**src/rtl/instr_fetch_unit.sv**
```systemverilog
// Fetch stage: drives the ROM address port and buffers {pc, instr} in a FIFO toward decode. Instructions reach decode 2 cycles after issue.
// New fetches stop while buffered plus in-flight entries would exceed FIFO_DEPTH. A redirect flushes all state, and a missing mem_rvalid replays the fetch.
module instr_fetch_unit #(
    parameter logic [31:0] RESET_PC   = 32'h0000_0000,
    parameter int          FIFO_DEPTH = 4
) (
    input  logic        clk,
    input  logic        reset_n,
    output logic [31:0] mem_addr,
    output logic        mem_req,
    input  logic [31:0] mem_rdata,
    input  logic        mem_rvalid,
    input  logic        redirect_valid,
    input  logic [31:0] redirect_pc,
    output logic        inst_valid,
    output logic [31:0] inst_data,
    output logic [31:0] inst_pc,
    input  logic        inst_ready
);

    localparam int            AW      = $clog2(FIFO_DEPTH);
    localparam int            CW      = AW + 1;
    localparam logic [CW:0]   DEPTH_W = (CW + 1)'(FIFO_DEPTH);
    localparam logic [31:0]   NOP     = 32'h0000_0013;

    logic [31:0]   fetch_pc_q, fetch_pc_d;
    logic [31:0]   pend_pc_q, pend_pc_d;
    logic          pending_q, pending_d;
    logic          mem_req_q, mem_req_d;
    logic [AW-1:0] rd_ptr_q, rd_ptr_d;
    logic [AW-1:0] wr_ptr_q, wr_ptr_d;
    logic [CW-1:0] count_q, count_d;
    logic [31:0]   data_q [FIFO_DEPTH];
    logic [31:0]   data_d [FIFO_DEPTH];
    logic [31:0]   pc_q   [FIFO_DEPTH];
    logic [31:0]   pc_d   [FIFO_DEPTH];

    logic          resp_ok, replay, credit, issue, push, pop;
    logic [CW:0]   inflight_now, inflight_next;

    assign inst_valid = (count_q != '0);
    assign inst_data  = data_q[rd_ptr_q];
    assign inst_pc    = pc_q[rd_ptr_q];
    assign mem_addr   = fetch_pc_q;
    assign mem_req    = mem_req_q;

    always_comb begin
        resp_ok      = pending_q && mem_rvalid && !redirect_valid;
        replay       = pending_q && !mem_rvalid && !redirect_valid;
        inflight_now = {1'b0, count_q} + {{CW{1'b0}}, pending_q};
        credit       = inflight_now < DEPTH_W;
        issue        = !redirect_valid && !replay && credit;
        push         = resp_ok;
        pop          = inst_valid && inst_ready && !redirect_valid;

        fetch_pc_d = fetch_pc_q;
        pend_pc_d  = pend_pc_q;
        pending_d  = issue;
        rd_ptr_d   = rd_ptr_q;
        wr_ptr_d   = wr_ptr_q;
        count_d    = count_q;
        data_d     = data_q;
        pc_d       = pc_q;

        if (redirect_valid) begin
            // Flush everything; the response arriving this cycle is dropped.
            fetch_pc_d = redirect_pc & ~32'h3;
            rd_ptr_d   = '0;
            wr_ptr_d   = '0;
            count_d    = '0;
        end else begin
            if (replay) begin
                fetch_pc_d = pend_pc_q;
            end else if (issue) begin
                pend_pc_d  = fetch_pc_q;
                fetch_pc_d = fetch_pc_q + 32'd4;
            end
            if (push) begin
                data_d[wr_ptr_q] = mem_rdata;
                pc_d[wr_ptr_q]   = pend_pc_q;
                wr_ptr_d         = wr_ptr_q + AW'(1);
            end
            if (pop) begin
                rd_ptr_d = rd_ptr_q + AW'(1);
            end
            case ({push, pop})
                2'b10:   count_d = count_q + CW'(1);
                2'b01:   count_d = count_q - CW'(1);
                default: count_d = count_q;
            endcase
        end

        // mem_req anticipates next cycle's credit check; redirect/replay cannot be foreseen.
        inflight_next = {1'b0, count_d} + {{CW{1'b0}}, pending_d};
        mem_req_d     = inflight_next < DEPTH_W;
    end

    always_ff @(posedge clk or negedge reset_n) begin
        if (!reset_n) begin
            fetch_pc_q <= RESET_PC;
            pend_pc_q  <= RESET_PC;
            pending_q  <= 1'b0;
            mem_req_q  <= 1'b0;
            rd_ptr_q   <= '0;
            wr_ptr_q   <= '0;
            count_q    <= '0;
            for (int i = 0; i < FIFO_DEPTH; i++) begin
                data_q[i] <= NOP;
                pc_q[i]   <= 32'h0;
            end
        end else begin
            fetch_pc_q <= fetch_pc_d;
            pend_pc_q  <= pend_pc_d;
            pending_q  <= pending_d;
            mem_req_q  <= mem_req_d;
            rd_ptr_q   <= rd_ptr_d;
            wr_ptr_q   <= wr_ptr_d;
            count_q    <= count_d;
            data_q     <= data_d;
            pc_q       <= pc_d;
        end
    end

endmodule

```
**config.mk**
```make
export PLATFORM = sky130hd
export DESIGN_NAME = instr_fetch_unit
export DESIGN_NICKNAME = d
export VERILOG_FILES = /design/src/rtl/instr_fetch_unit.sv
export SDC_FILE = /design/constraint.sdc
export NUM_CORES = 1
export LEC_CHECK = 0
export CORE_ASPECT_RATIO = 0.6
export CORE_MARGIN = 4
export CORE_UTILIZATION = 31
export CTS_BUF_LIST = sky130_fd_sc_hd__clkbuf_8
export CTS_CLUSTER_DIAMETER = 80
export DETAILED_ROUTE_END_ITERATION = 12
export GPL_TIMING_DRIVEN = 1
export PLACE_DENSITY_LB_ADDON = 0.3
export REMOVE_ABC_BUFFERS = 1
export SLEW_MARGIN = 20
export SYNTH_ARGS = -nofsm -noshare
export SYNTH_HDL_FRONTEND = slang
export SYNTH_SLANG_ARGS = --single-unit
```
**constraint.sdc**
```tcl
create_clock -name clk -period 2.4 [get_ports clk]
set_input_delay 0.24 -clock clk [delete_from_list [all_inputs] [get_ports clk]]
set_output_delay 0.24 -clock clk [all_outputs]
set_load 0.05 [all_outputs]
```
==> summary.txt, run 1 <==
Synthesis
  • Synth warnings: 0
  • Register area share after synthesis: 0.549
  • Post-synth EDFFs: 0
  • Post-Synthesis Cells: roughly 1000
  • Netlist cell types: just over 60
  • Main flop type after synthesis: dfrtp_1
  • Syn_area_per_cell: roughly 14 um^2
  • Syn Std Cell Area: between 15000 and 20000 um^2
  • Yosys reg bits: 329
  • Async set or reset register ratio after synthesis: 1.00

Timing
  • Worst-Margin Slew: 608 ps
  • Final WS setup: -23.5 ps
  • Min Tclk post-route: approximately 2400 ps
  • Final setup violation count: 12
  • RSZ-0062 raised after global routing: yes
  • Max-slew violation count: 0
  • Fmax: a little over 0.4 GHz
  • Max_slew headroom: 0.593
  • Period utilization: 1.01
  • Final hold vios: 0
  • Worst hold margin: about 220 ps
  • Clock Skew: 31.0 ps

Clock network
  • H-Tree Depth: 2
  • CTS Buf Count: 52
  • Worst-path clk slew: approximately 70 ps
  • CTS tree: done
  • Root Buffer: clkbuf_8
  • CTS sink cnt: 329
  • Clock Latency Late Sink: approximately 610 ps
  • Clock Path Buffers: 3

Die
  • Initial Util: 0.314
  • Die Y: 179 um
  • Die ar.: approximately 52000 um^2
  • Ports: around 170
  • Cell row count: 62
  • Core footprint: approximately 48000 um^2
  • Die width: a little under 300 um

Layout
  • Ant diodes: 0
  • Commonest non-fill, non-tap cell in the layout: dfrtp_1
  • Commonest cells after routing, fill and taps aside: dfrtp_1, mux2_2, clkdlybuf4s50_1, mux4_2, clkbuf_8
  • Final std cells w/o fill: around 1900
  • Register area: 8260 um^2
  • P&R area growth vs syn: 29.5%
  • # fillers: around 4400
  • Fraction of layout cells with a size suffix above 1: 0.457
  • Final-stage net count: about 1300
  • Multi-input gate area: 6500 um^2

Global routing
  • Total global routing overflow: 0
  • First-pass GRT wire length: ~62000 um
  • Largest net degree at the start of global routing: 66
  • Vias in the first global route: just over 10000
  • Initial antenna violation count: 1
  • Gr usage total: 0.154

Worst setup path
  • WS Path Type: register to primary output
  • Startpoint types: register
  • WP data required: approximately 2200 ps
  • Crit. Startpoint: rd_ptr_q[0]$_DFFE_PN0P_
  • Worst-path maximum fanout: 7
  • Crit path arrival time: between 2000 and 2500 ps
  • FF-to-FF Start: count_q[2]$_DFF_PN0_
  • Critical Path End Type: primary output
  • Worst reg-to-reg path cell count: 9

Power and ir drop
  • VDD IR max: about 570 uV
  • Leakage: 8.77 nW
  • Pwr/cell area: 866 nW/um^2

Detailed routing
  • Via density: approximately 5.0
  • Routed WL: 41100 um
  • Detailed Routing Iterations Pass 1: 4
  • Drc violations: 0
  • Routed len/inst: around 21 um
  • Drt initial violations: between 500 and 600
  • Routed Antenna Nets: 0
  • Vias: 9801

Placed design
  • DP Wirelength: 26900 um
  • Port buffer count: about 160
  • Placed Instances: between 1500 and 2000
  • Gp weighted congestion: 0.806

Run status
  • Outcome: complete, but fails checks
  • Failing checks: negative setup slack

Worst hold path
  • Min-delay worst type: primary input to asynchronous set/reset pin

Job
  • Maxcap violations: 0
-- per-layer routing --
layer  wire length, um  GRT usage  vias up
li1                  -          -     4362
met1             19800      0.226     5166
met2             18100      0.231      211
met3              2550     0.0386       60
met4               589     0.0310        2
met5                11          0        -
-- power breakdown --
part / leakage [nW] / total, W / switching, W / internal [W]
combinational: 3.89 / 0.00510 / 0.00267 / 0.00243
clock: 0.568 / 0.00472 / 0.00224 / 0.00248
sequential: 4.31 / 0.00704 / 0.000605 / 0.00644
total: 8.77 / 0.0169 / 0.00551 / 0.0113
-- stage by stage --
step           utilization  TNS, ps  power (W)  worst slack [ps]  cell area (um^2)
2_1_floorplan            -  -121300     0.0100             -1250             14700
3_3_place_gp         0.379    -32.9     0.0120             -32.9             18100
3_5_place_dp         0.379    -55.6     0.0121             -55.6             18100
4_1_cts              0.402    -2430     0.0170              -106             19300
5_1_grt              0.407    -3350     0.0177             -94.7             19500
6_report             0.407     -106     0.0169             -23.5             19500
-- synth_stat cells, drive strengths merged, types with 3 or more instances --
library cell	count	area [um^2]
dfrtp	317	7930
mux2	288	3240
mux4	64	1440
nand2	52	195
a21oi	49	245
buf	49	246
o21ai	28	140
nor2	19	76.3
clkbuf	17	63.8
nand3	15	80.1
dfstp	12	315
nor3b	12	90.1
a2bb2oi	11	96.3
inv	9	33.8
nand4	8	71.3
a22oi	7	52.6
nor2b	7	43.8
and3	6	42.5
ha	6	75.1
nor3	6	41.3
a31oi	5	31.3
o31ai	5	37.5
or3	5	31.3
and4	4	35.0
and2	3	18.8
nand2b	3	18.8
o21a	3	22.5
xnor2	3	26.3
xor2	3	26.3
-- cell type report --
type,instances,share of cell area
multi-input cells,639,0.334
flip-flops and latches,329,0.424
clock inverters,20,0.00572
well taps,640,0.0411
inverters,9,0.00173
clock buffers,64,0.0452
repair buffers,240,0.149
-- worst max-delay path, stage by stage (launching register included) --
cell,delay (ps)
dfrtp_4,490
buf_4,180
buf_12,160
mux4_2,520
buf_4,210
-- worst paths after layout --
| kind | end | slack (ps) |
|---|---|---|
| worst min register to register | pc_q[14]$_DFFE_PN0P_ | 500 |
| worst min-delay path | pc_q[97]$_DFFE_PN0P_ | 220 |
| worst max-delay path | inst_pc[24] | -20 |
| min in group clk | mem_addr[19]$_DFFE_PN0P_ | 290 |
| max in group asynchronous | rd_ptr_q[0]$_DFFE_PN0P_ | 1380 |
| worst max register to register | mem_req$_DFF_PN0_ | 120 |
-- state kept, by name, indices dropped and copies added (netlist names) --
register	flops
wr_ptr_q	2
data_q	128
pc_q	128
mem_addr	32
pend_pc_q	32
rd_ptr_q	2
pending_q	1
mem_req	1
count_q	3
-- kinds of logic after synthesis --
group	Yosys count	synth area share
multiplexers	353	0.312
flip-flops	329	0.549
AND/OR/NAND/NOR	144	0.0526
AO/OA/AOI/OAI	129	0.0540
buffers and inverters	75	0.0229
adder cells (fa/ha/maj)	7	0.00632
XOR/XNOR	6	0.00350
-- timing repair --
| action | in CTS | in global routing |
|---|---|---|
| hold buffers | 2 | 0 |
| setup endpoints to repair | 65 | 65 |
| cloned | 1 | 5 |
| setup buffers | 1 | 7 |
| gates resized for setup | 21 | 16 |
| hold endpoints to repair | 58 | 0 |
| pin swaps | 0 | 1 |
Power figures use the tool's default switching activity.
==> run 2, diff against run 1 <==
- SLEW_MARGIN: 20 -> unset
==> results of run 2 <==
Final layout, timing and power as in run 1 (identical DEF).
